$ cat src/rtl/vc_circular_buffer_pkg.sv
// Shared types and sizing for the virtual-channel circular buffer.
package vc_circular_buffer_pkg;

   localparam int unsigned NUM_VC_DEF = 2;
   localparam int unsigned VC_W       = (NUM_VC_DEF > 1) ? $clog2(NUM_VC_DEF) : 1;
   localparam int unsigned PAYLOAD_W  = 16;

   typedef struct packed {
      logic [VC_W-1:0]      vc_id;
      logic [PAYLOAD_W-1:0] payload;
   } flit_Data;

endpackage

$ cat src/rtl/vc_fifo_slice.sv
// One virtual channel: circular FIFO with occupancy counter and on/off hysteresis.
// Optional sticky error flag when VCBUF_ERR_CHECK_EN is defined.
module vc_fifo_slice
   import vc_circular_buffer_pkg::*;
#(
   parameter int unsigned DEPTH      = 8,
   parameter int unsigned OFF_THRESH = DEPTH - 2,
   parameter int unsigned ON_THRESH  = DEPTH - 4
) (
   input  logic     clk,
   input  logic     rst_n,
   input  logic     wr_i,
   input  logic     rd_i,
   input  flit_Data wr_data_i,
   output flit_Data head_c,
   output logic     empty_o,
   output logic     full_o,
   output logic     on_off_o
`ifdef VCBUF_ERR_CHECK_EN
   ,
   output logic     err_o
`endif
);

   localparam int unsigned PTR_W = $clog2(DEPTH);
   localparam int unsigned CNT_W = $clog2(DEPTH + 1);

   flit_Data         mem_q [DEPTH];
   flit_Data         mem_d [DEPTH];
   logic [PTR_W-1:0] wr_ptr_q, wr_ptr_d;
   logic [PTR_W-1:0] rd_ptr_q, rd_ptr_d;
   logic [CNT_W-1:0] count_q, count_d;
   logic             empty_q, empty_d;
   logic             full_q, full_d;
   logic             on_off_q, on_off_d;
   logic             wr_ok, rd_ok;

   function automatic logic [PTR_W-1:0] ptr_inc(input logic [PTR_W-1:0] p);
      return (p == PTR_W'(DEPTH - 1)) ? '0 : p + PTR_W'(1);
   endfunction

   // A full VC still accepts a write when it is popped in the same cycle.
   always_comb begin
      rd_ok    = rd_i && !empty_q;
      wr_ok    = wr_i && (!full_q || rd_i);
      mem_d    = mem_q;
      wr_ptr_d = wr_ptr_q;
      rd_ptr_d = rd_ptr_q;
      if (wr_ok) begin
         mem_d[wr_ptr_q] = wr_data_i;
         wr_ptr_d        = ptr_inc(wr_ptr_q);
      end
      if (rd_ok) rd_ptr_d = ptr_inc(rd_ptr_q);
      count_d  = count_q + CNT_W'(wr_ok) - CNT_W'(rd_ok);
      empty_d  = (count_d == '0);
      full_d   = (count_d == CNT_W'(DEPTH));
      on_off_d = on_off_q;
      if (count_d >= CNT_W'(OFF_THRESH))     on_off_d = 1'b0;
      else if (count_d <= CNT_W'(ON_THRESH)) on_off_d = 1'b1;
   end

   always_ff @(posedge clk or negedge rst_n) begin
      if (!rst_n) begin
         wr_ptr_q <= '0;
         rd_ptr_q <= '0;
         count_q  <= '0;
         empty_q  <= 1'b1;
         full_q   <= 1'b0;
         on_off_q <= 1'b1;
      end else begin
         wr_ptr_q <= wr_ptr_d;
         rd_ptr_q <= rd_ptr_d;
         count_q  <= count_d;
         empty_q  <= empty_d;
         full_q   <= full_d;
         on_off_q <= on_off_d;
      end
   end

   // Storage is not reset; empty_q masks stale contents on the output.
   always_ff @(posedge clk) begin
      mem_q <= mem_d;
   end

   assign head_c   = empty_q ? '0 : mem_q[rd_ptr_q];
   assign empty_o  = empty_q;
   assign full_o   = full_q;
   assign on_off_o = on_off_q;

`ifdef VCBUF_ERR_CHECK_EN
   logic err_q, err_d;

   always_comb begin
      err_d = err_q | (wr_i && full_q && !rd_i) | (rd_i && empty_q);
   end

   always_ff @(posedge clk or negedge rst_n) begin
      if (!rst_n) err_q <= 1'b0;
      else        err_q <= err_d;
   end

   assign err_o = err_q;
`endif

endmodule

$ cat src/rtl/vc_circular_buffer.sv
// Multi-VC input buffer: one vc_fifo_slice per virtual channel, show-ahead read mux.
// Define VCBUF_ERR_CHECK_EN to add sticky per-VC err_o flags.
module vc_circular_buffer
   import vc_circular_buffer_pkg::*;
#(
   parameter int unsigned BUFFER_SIZE = 8,
   parameter int unsigned NUM_VC      = NUM_VC_DEF,
   parameter int unsigned OFF_THRESH  = BUFFER_SIZE - 2,
   parameter int unsigned ON_THRESH   = BUFFER_SIZE - 4
) (
   input  logic              clk,
   input  logic              rst_n,
   input  flit_Data          input_Data,
   input  logic              write_i,
   input  logic              read_i,
   input  logic [VC_W-1:0]   read_vc_i,
   output flit_Data          output_Data,
   output logic [NUM_VC-1:0] buf_empty,
   output logic [NUM_VC-1:0] buf_full,
   output logic [NUM_VC-1:0] buf_On_Off
`ifdef VCBUF_ERR_CHECK_EN
   ,
   output logic [NUM_VC-1:0] err_o
`endif
);

   flit_Data head_c [NUM_VC];

   for (genvar v = 0; v < NUM_VC; v++) begin : g_vc
      logic wr_c, rd_c;

      assign wr_c = write_i && (input_Data.vc_id == VC_W'(v));
      assign rd_c = read_i && (read_vc_i == VC_W'(v));

      vc_fifo_slice #(
         .DEPTH      (BUFFER_SIZE),
         .OFF_THRESH (OFF_THRESH),
         .ON_THRESH  (ON_THRESH)
      ) u_slice (
         .clk       (clk),
         .rst_n     (rst_n),
         .wr_i      (wr_c),
         .rd_i      (rd_c),
         .wr_data_i (input_Data),
         .head_c    (head_c[v]),
         .empty_o   (buf_empty[v]),
         .full_o    (buf_full[v]),
         .on_off_o  (buf_On_Off[v])
`ifdef VCBUF_ERR_CHECK_EN
         ,
         .err_o     (err_o[v])
`endif
      );
   end

   // Out-of-range read_vc_i presents all zeros.
   always_comb begin
      output_Data = '0;
      for (int unsigned v = 0; v < NUM_VC; v++) begin
         if (read_vc_i == VC_W'(v)) output_Data = head_c[v];
      end
   end

endmodule

$ cat config.mk
export PLATFORM = sky130hd
export DESIGN_NAME = vc_circular_buffer
export DESIGN_NICKNAME = d
export VERILOG_FILES = /design/src/rtl/vc_circular_buffer_pkg.sv /design/src/rtl/vc_fifo_slice.sv /design/src/rtl/vc_circular_buffer.sv
export SDC_FILE = /design/constraint.sdc
export NUM_CORES = 1
export LEC_CHECK = 0
export ABC_AREA = 1
export BUFFER_PORTS_ARGS = -buffer_cell sky130_fd_sc_hd__buf_2
export CAP_MARGIN = 20
export CORE_MARGIN = 4
export CORE_UTILIZATION = 30
export CTS_BUF_LIST = sky130_fd_sc_hd__clkbuf_16
export CTS_CLUSTER_SIZE = 14
export DETAILED_ROUTE_END_ITERATION = 8
export PLACE_DENSITY_LB_ADDON = 0.15
export SLEW_MARGIN = 20
export SYNTH_ARGS = -nofsm -noshare
export SYNTH_HDL_FRONTEND = slang
export SYNTH_SLANG_ARGS = --single-unit
$ cat constraint.sdc
create_clock -name clk -period 6.9 [get_ports clk]
set_clock_uncertainty 0.15 [all_clocks]
set_input_delay 1.38 -clock clk [delete_from_list [all_inputs] [get_ports clk]]
set_output_delay 1.38 -clock clk [all_outputs]
set_load 0.005 [all_outputs]
# [Yosys cells after proc, flatten, opt, wreduce, memory -nomap -nowiden]
# Index checks and enable logic that the tools add are counted.
[totals] reg_bits=298 inputBits=22
[op_classes] add_sub_neg=8 magnitude_cmp=10 eq_ne=6 mux=23 n_bitwise=6 n_reduce_logical=20
[ops] operator="bitwise mux 136 bit" n=2
[ops] operator="two-way mux 17 bit" n=9
[ops] operator="binary-select mux 17 bit (select 3 bit)" n=2
[ops] operator="demux 17 bit (select 3 bit)" n=2
[ops] operator="greater-or-equal comparator 4 bit (second input constant)" n=4
[ops] operator="NOT 3 -> 4 bit" n=4
[ops] operator="adder 3 x 1 -> 3 bit (second input constant)" n=4
[ops] operator="equality test 3 bit (second input constant)" n=4
[ops] operator="two-way mux 3 bit" n=4
[ops] operator="logical AND 1 bit" n=10
[ops] operator="adder 4 x 1 -> 4 bit" n=2
[ops] operator="equality test 4 bit (second input constant)" n=2
[ops] operator="greater-or-equal comparator 4 x 3 -> 1 bit (second input constant)" n=2
[ops] operator="<= comparator 4 x 3 -> 1 bit (second input constant)" n=2
[ops] operator="zero test 4 bit" n=2
[ops] operator="less-than comparator 4 x 1 -> 1 bit (second input constant)" n=2
[ops] operator="subtractor 4 x 1 -> 4 bit" n=2
[ops] operator="zero test 1 bit" n=4
[ops] operator="two-way mux 1 bit" n=4
[ops] operator="nonzero test 2 bit" n=2
[ops] operator="logical OR 1 bit" n=2
[ops] operator="NOT 1 bit" n=2

# [Depth between registers and ports, before layout]
# Gate-level depths: netlist of run 1.
[depth] depth_word=9 ltp_mapped=12

# [Modules after synthesis]
# A second synthesis of run 1 with hierarchy kept.
[unflattened] hier_cells=1409 area_unflattened_um2=13616.8
[by_module_without_submodules] mod="vc_fifo_slice (g_vc[1].u_slice)" n_inst=1 cells_each=674 area_each_um2=6676.4
[by_module_without_submodules] mod="vc_fifo_slice (g_vc[0].u_slice)" n_inst=1 cells_each=672 area_each_um2=6672.6
[by_module_without_submodules] mod="vc_circular_buffer" n_inst=1 cells_each=63 area_each_um2=267.8

# [Least setup slack after synthesis of run 1]
# OpenSTA, ideal clock, no wires.
[synth_path] kind="input to output" from="in read_vc_i" to="out output_Data[11] in the netlist's numbering" t_arrival_ns=2.078 required_time_ns=5.370 path_slack_ns=3.292 path_stages=5 cell_sequence="or2_2 clkinv_1 buf_4 nand3_1 nand2_1"
[synth_rtl] item="from (decl)" line="vc_circular_buffer.sv:16" text="input logic [VC_W-1:0] read_vc_i,"
[synth_rtl] item="to (decl)" line="vc_circular_buffer.sv:17" text="output flit_Data output_Data,"

==> results of run 1 <==
[metrics by stage]
stage | instances | power (W) | instance area, sq um
after floorplan | 1270 | 0.00343 | 13100
after global placement | 1864 | 0.00403 | 13900
after detailed placement | 1864 | 0.00402 | 13900
after CTS | 1927 | 0.00584 | 15000
after global routing | 1927 | 0.00613 | 15000
final | 1927 | 0.00576 | 15000
[cells by family (layout without fill, tap and decap cells)]
family	after synthesis	count (layout)	share of synthesized area
compound gates	21	21	0.00850
xor+xnor	4	4	0.00267
fa+ha+maj	18	18	0.0183
buf+inv	297	369	0.0951
flops	298	298	0.673
simple gates	632	632	0.202
[final timing paths]
| kind | slack, ns | to | start | depth (start not counted) |
|---|---|---|---|---|
| worst max-delay path | 2.39 | output_Data[1] | g_vc[0].u_slice.rd_ptr_q[2] | 5 |
| worst min-delay path | 0.40 | g_vc[0].u_slice.wr_ptr_q[0] | g_vc[0].u_slice.wr_ptr_q[0] | 2 |
| worst max register to register | 4.40 | g_vc[0].u_slice.full_o | g_vc[0].u_slice.empty_o | 10 |
| worst min register to register | 0.40 | g_vc[0].u_slice.wr_ptr_q[0] | g_vc[0].u_slice.wr_ptr_q[0] | 2 |
| max in group asynchronous | 5.39 | g_vc[1].u_slice.rd_ptr_q[0] | rst_n | 1 |
| min in group asynchronous | 0.73 | g_vc[0].u_slice.wr_ptr_q[0] | rst_n | 1 |
[cell usage in the layout, fill, tap and decap left out]
cell and n:
bufinv_16 3, a21oi_1 7, nand3_1 211, o21ai_0 12, nor3_2 1, fa_1 2, ha_1 16, a21oi_2 1
dfrtp_2 2, nand2_1 391, xor2_1 2, a21boi_1 1, edfxtp_1 272, clkinv_1 10, buf_4 23, nor2_1 10
buf_2 44, xnor2_1 2, inv_2 4, or2_2 2, clkbuf_16 37, dfrtp_1 20, dfstp_2 4, clkinv_2 10
nor2_2 17, inv_1 238
[Yosys cell counts, drive strengths merged]
library cell / count / area, sq um
edfxtp: 272 / 8170
nor2: 27 / 104
nand2: 391 / 1470
or2: 2 / 12.5
inv: 236 / 886
xnor2: 2 / 17.5
nor3: 1 / 10.0
o21ai: 12 / 60.1
ha: 16 / 200
xor2: 2 / 17.5
a21boi: 1 / 7.51
dfrtp: 22 / 551
nand3: 211 / 1060
clkbuf: 3 / 11.3
a21oi: 8 / 43.8
fa: 2 / 40.0
buf: 55 / 338
clkinv: 3 / 11.3
dfstp: 4 / 105
[power by group through the flow]
stage	sequential, W	clock, W	combinational, W
5_1_grt	0.00225	0.00193	0.00195
3_3_place_gp	0.00227	0	0.00176
3_5_place_dp	0.00227	0	0.00175
4_1_cts	0.00223	0.00185	0.00176
2_1_floorplan	0.00224	0	0.00119
6_report	0.00223	0.00181	0.00172
[final cells by class]
type	count	area (sq um)	share of cell area
clock buffers	37	926	0.0616
clock inverters	26	189	0.0126
inverters	239	897	0.0597
multi-input cells	675	3080	0.205
flip-flops and latches	298	8830	0.587
well taps	585	732	0.0487
repair buffers	67	393	0.0261
[layer usage]
| metal | global-route usage | vias up | wire, microns |
|---|---|---|---|
| li1 | - | 4180 | - |
| met1 | 0.209 | 4082 | 16600 |
| met2 | 0.237 | 149 | 16000 |
| met3 | 0.0226 | 52 | 1250 |
| met4 | 0.0356 | 0 | 619 |
| met5 | 0 | - | 0 |
[sequential cells by signal, indices dropped and copies added, names as in the netlist]
name	count
g_vc.u_slice.rd_ptr_q	6
g_vc.u_slice.empty_o	2
g_vc.u_slice.mem_q	272
g_vc.u_slice.on_off_o	2
g_vc.u_slice.count_q	8
g_vc.u_slice.full_o	2
g_vc.u_slice.wr_ptr_q	6
[worst min-delay path, delay by kind of cell (launching register included)]
| family | cells | cell delay (ns) |
|---|---|---|
| and+or+nand+nor | 1 | 0.06 |
| DFF | 1 | 0.39 |
| AOI/OAI and AO/OA | 1 | 0.07 |
==> flow_metrics.env, run 1 <==
export IMPL_ys_seq_area_frac=0.673
export IMPL_drv_slew=0
export IMPL_syn_inst=1270
export IMPL_path_cells="clkinv_1 -> nand3_1 -> nand3_1 -> nand2_1 -> buf_2"
export IMPL_p_switching_w=0.00203
export IMPL_p_seq_frac=0.388
export IMPL_vias=8463
export IMPL_grt_pass1_wl_microns=52700
export IMPL_ir_drop_uv=242
export IMPL_viasPerCell=4.39
export IMPL_die_h_microns=217
export IMPL_clock_latency_ns=0.52
export IMPL_crit_type="flip-flop to primary output"
export IMPL_finalCritPeriodShare=0.654
export IMPL_area_growth_pct=14.7
export IMPL_grt_max_degree=71
export IMPL_final_layout_size_suffix_gt1_frac=0.110
export IMPL_fill_cells=4405
export IMPL_crit_buf_inv=2
export IMPL_cp_arrival_ns=2.98
export IMPL_clockBufferDepth=3
export IMPL_final_util=0.348
export IMPL_slowest_stage="dfrtp_1"
export IMPL_tns_ns=0
export IMPL_max_stage_delay_ns=0.96
export IMPL_num_antenna_cells=0
export IMPL_cts_root_buf="clkbuf_16"
export IMPL_synth_warnings=0
export IMPL_outcome="completed"
export IMPL_rsz0062_at_grt="false"
export IMPL_nNetsFinal=1356
export IMPL_wl_per_cell_microns=17.9
export IMPL_row_count=76
export IMPL_synth_nets=1310
export IMPL_p_sw_frac=0.352
export IMPL_max_cap_violations=0
export IMPL_synth_area_per_cell_sq_um=10.3
export IMPL_die_area_sq_mm=0.0471
export IMPL_initial_core_util=0.304
export IMPL_detail_route_antenna_nets=0
export IMPL_post_cts_resized=0
export IMPL_ios=45
export IMPL_dp_hpwl_microns=20300
export IMPL_die_width_microns=217
export IMPL_crit_fanout=19
export IMPL_required_ns=5.37
export IMPL_preCtsSetupSlack_ns=2.60
export IMPL_pwr_share_comb=0.299
export IMPL_internal_power_w=0.00373
export IMPL_antenna_found_initial=0
export IMPL_mappedNetlistArea_sq_mm=0.0131
export IMPL_clkPwrFrac=0.314
export IMPL_hp_class="flip-flop to flip-flop"
export IMPL_htreeDepth=2
export IMPL_static_leakage_power_nw=6.49
export IMPL_fin_crit_ns=4.51
export IMPL_wl_microns=34500
export IMPL_cp_start_kind="flip-flop"
export IMPL_end_kind="primary output"
export IMPL_ys_ff_latch=298
export IMPL_clock_sinks=298
export IMPL_max_freq_mhz=222
export IMPL_holdWs_ns=0.404
export IMPL_cts_tree="built"
export IMPL_p_per_area_mw_per_mm2=383
export IMPL_setup_ws_ns=2.39
export IMPL_hold_buffers=0
export IMPL_gp_congestion=0.790
export IMPL_firstDrtPassIters=5
export IMPL_max_slew_margin=0.371
export IMPL_portBuffers=44
export IMPL_critPathTopFamily="buffers and inverters"
export IMPL_grt_pass1_vias=8356
export IMPL_setup_viol=0
export IMPL_hold_violations=0
export IMPL_tightest_slew_ns=0.942
export IMPL_overflow=0
export IMPL_gr_usage_all_layers=0.147
export IMPL_drc=0
export IMPL_yosysUniqueCellTypes=25
export IMPL_cts_buffers=35
export IMPL_core_area_sq_mm=0.0432
export IMPL_drtIter0Drc=576
export IMPL_crit_path_frequent_cell="nand3_1"
export IMPL_clk_pin_slew_worst_paths_ns=0.07
export IMPL_post_cts_buffers=0
No activity file was read; power rests on OpenSTA's default activity.
==> run 2, diff against run 1 <==
clock period = 3.92 ns   (was 6.9 ns; I/O delays follow)
==> flow_metrics.env, run 2 (synthesis results as in run 1) <==
export IMPL_path_cells="inv_2 -> buf_4 -> nand2_1 -> nand2_1 -> nand2_1 -> nand3_1 -> nand3_1 -> nand2_1 -> buf_2"
export IMPL_final_common_cell="nand2_1"
export IMPL_max_cap_violations=0
export IMPL_detail_route_antenna_nets=0
export IMPL_tightest_slew_ns=0.845
export IMPL_tns_ns=0
export IMPL_clockBufferDepth=3
export IMPL_antenna_found_initial=0
export IMPL_viasPerCell=4.37
export IMPL_htreeDepth=2
export IMPL_post_dp_cell_area_sq_mm=0.0140
export IMPL_largest_register="g_vc.u_slice.mem_q"
export IMPL_area_growth_pct=14.8
export IMPL_gp_congestion=0.784
export IMPL_largest_reg_flops=272
export IMPL_rsz0062_at_grt="false"
export IMPL_nNetsFinal=1361
export IMPL_use_met2=0.226
export IMPL_finalCritPeriodShare=0.882
export IMPL_slowest_stage="dfrtp_2"
export IMPL_mostFrequentLayoutCells="391 x nand2_1, 272 x edfxtp_1, 239 x inv_1, 211 x nand3_1, 44 x buf_2"
export IMPL_initial_core_util=0.304
export IMPL_grt_max_degree=70
export IMPL_final_area_sq_mm=0.0150
export IMPL_cp_start_kind="flip-flop"
export IMPL_num_antenna_cells=0
export IMPL_cts_root_buf="clkbuf_16"
export IMPL_core_area_sq_mm=0.0432
export IMPL_die_h_microns=217
export IMPL_post_cts_buffers=0
export IMPL_grt_busiest_layer="met2"
export IMPL_crit_type="flip-flop to primary output"
export IMPL_row_count=76
export IMPL_max_slew_margin=0.433
export IMPL_die_area_sq_mm=0.0471
export IMPL_crit_path_frequent_cell="nand2_1"
export IMPL_grt_pass1_wl_microns=52900
export IMPL_max_freq_mhz=289
export IMPL_cts_buffers=34
export IMPL_cp_arrival_ns=2.52
export IMPL_end_kind="primary output"
export IMPL_final_layout_size_suffix_gt1_frac=0.111
export IMPL_clock_latency_ns=0.51
export IMPL_grt_pass1_vias=8393
export IMPL_ios=45
export IMPL_hold_buffers=0
export IMPL_vias=8430
export IMPL_drv_slew=0
export IMPL_overflow=0
export IMPL_dp_hpwl_microns=20700
export IMPL_crit_fanout=48
export IMPL_setup_viol=0
export IMPL_hp_class="input pin to asynchronous set/reset pin"
export IMPL_reg_top3="g_vc.u_slice.mem_q (272), g_vc.u_slice.count_q (8)"
export IMPL_hold_violations=0
export IMPL_die_width_microns=217
export IMPL_static_leakage_power_nw=6.50
export IMPL_portBuffers=44
export IMPL_drc=0
export IMPL_firstDrtPassIters=7
export IMPL_ir_drop_uv=345
export IMPL_use_met3=0.0223
export IMPL_clock_sinks=298
export IMPL_p_per_area_mw_per_mm2=663
export IMPL_max_stage_delay_ns=0.59
export IMPL_wl_per_cell_microns=17.8
export IMPL_post_cts_resized=0
export IMPL_p_total_w=0.00998
export IMPL_fin_crit_ns=3.46
export IMPL_wl_microns=34300
export IMPL_gr_usage_met1=0.219
export IMPL_outcome="completed"
export IMPL_required_ns=2.99
export IMPL_cts_tree="built"
export IMPL_clk_pin_slew_worst_paths_ns=0.06
export IMPL_holdWs_ns=0.144
export IMPL_gr_usage_all_layers=0.147
export IMPL_drtIter0Drc=644
-- run 2: path summary, 6_finish.rpt --
kind / startpoint / to / slack (ns) / depth (start not counted)
max in group asynchronous: rst_n / g_vc[1].u_slice.rd_ptr_q[0] / 3.02 / 1
min in group clk: g_vc[0].u_slice.wr_ptr_q[0] / g_vc[0].u_slice.wr_ptr_q[0] / 0.40 / 2
min: rst_n / g_vc[0].u_slice.wr_ptr_q[2] / 0.14 / 1
max: g_vc[0].u_slice.rd_ptr_q[0] / output_Data[11] / 0.46 / 9
min reg2reg: g_vc[0].u_slice.wr_ptr_q[0] / g_vc[0].u_slice.wr_ptr_q[0] / 0.40 / 2
max reg2reg: g_vc[0].u_slice.empty_o / g_vc[0].u_slice.full_o / 1.55 / 10
-- run 2: final cells by class --
cell class | count | area (sq um)
fillers | 4452 | 28100
flip-flops and latches | 298 | 8830
multi-input cells | 675 | 3080
clock buffers | 37 | 926
inverters | 239 | 897
well taps | 585 | 732
repair buffers | 73 | 463
clock inverters | 24 | 125
-- run 2: per-layer routing --
metal	vias to the layer above	routed length (microns)
met5	-	0
met4	0	704
met3	47	1390
met2	179	15200
met1	4022	17000
li1	4182	-
-- run 2: per-stage QoR --
stage / util / cells / setup WS (ns)
after global routing: 0.349 / 1931 / 0.187
after detailed placement: 0.324 / 1870 / 0.838
after floorplan: - / 1270 / 1.22
after CTS: 0.349 / 1931 / 0.418
after global placement: 0.324 / 1870 / 0.864
final: 0.349 / 1931 / 0.461
-- run 2: power breakdown --
part           leakage, nW  switching (W)  internal, W
Clock                0.549        0.00126      0.00176
Combinational         3.19        0.00212     0.000918
Sequential            2.77       0.000135      0.00379
Total                 6.50        0.00352      0.00647
-- run 2: worst max-delay path: cells and delay by family (launching register included) --
kind                   cells  cell delay [ns]
DFF                        1             0.59
and+or+nand+nor            6             0.71
buffers and inverters      3             0.69
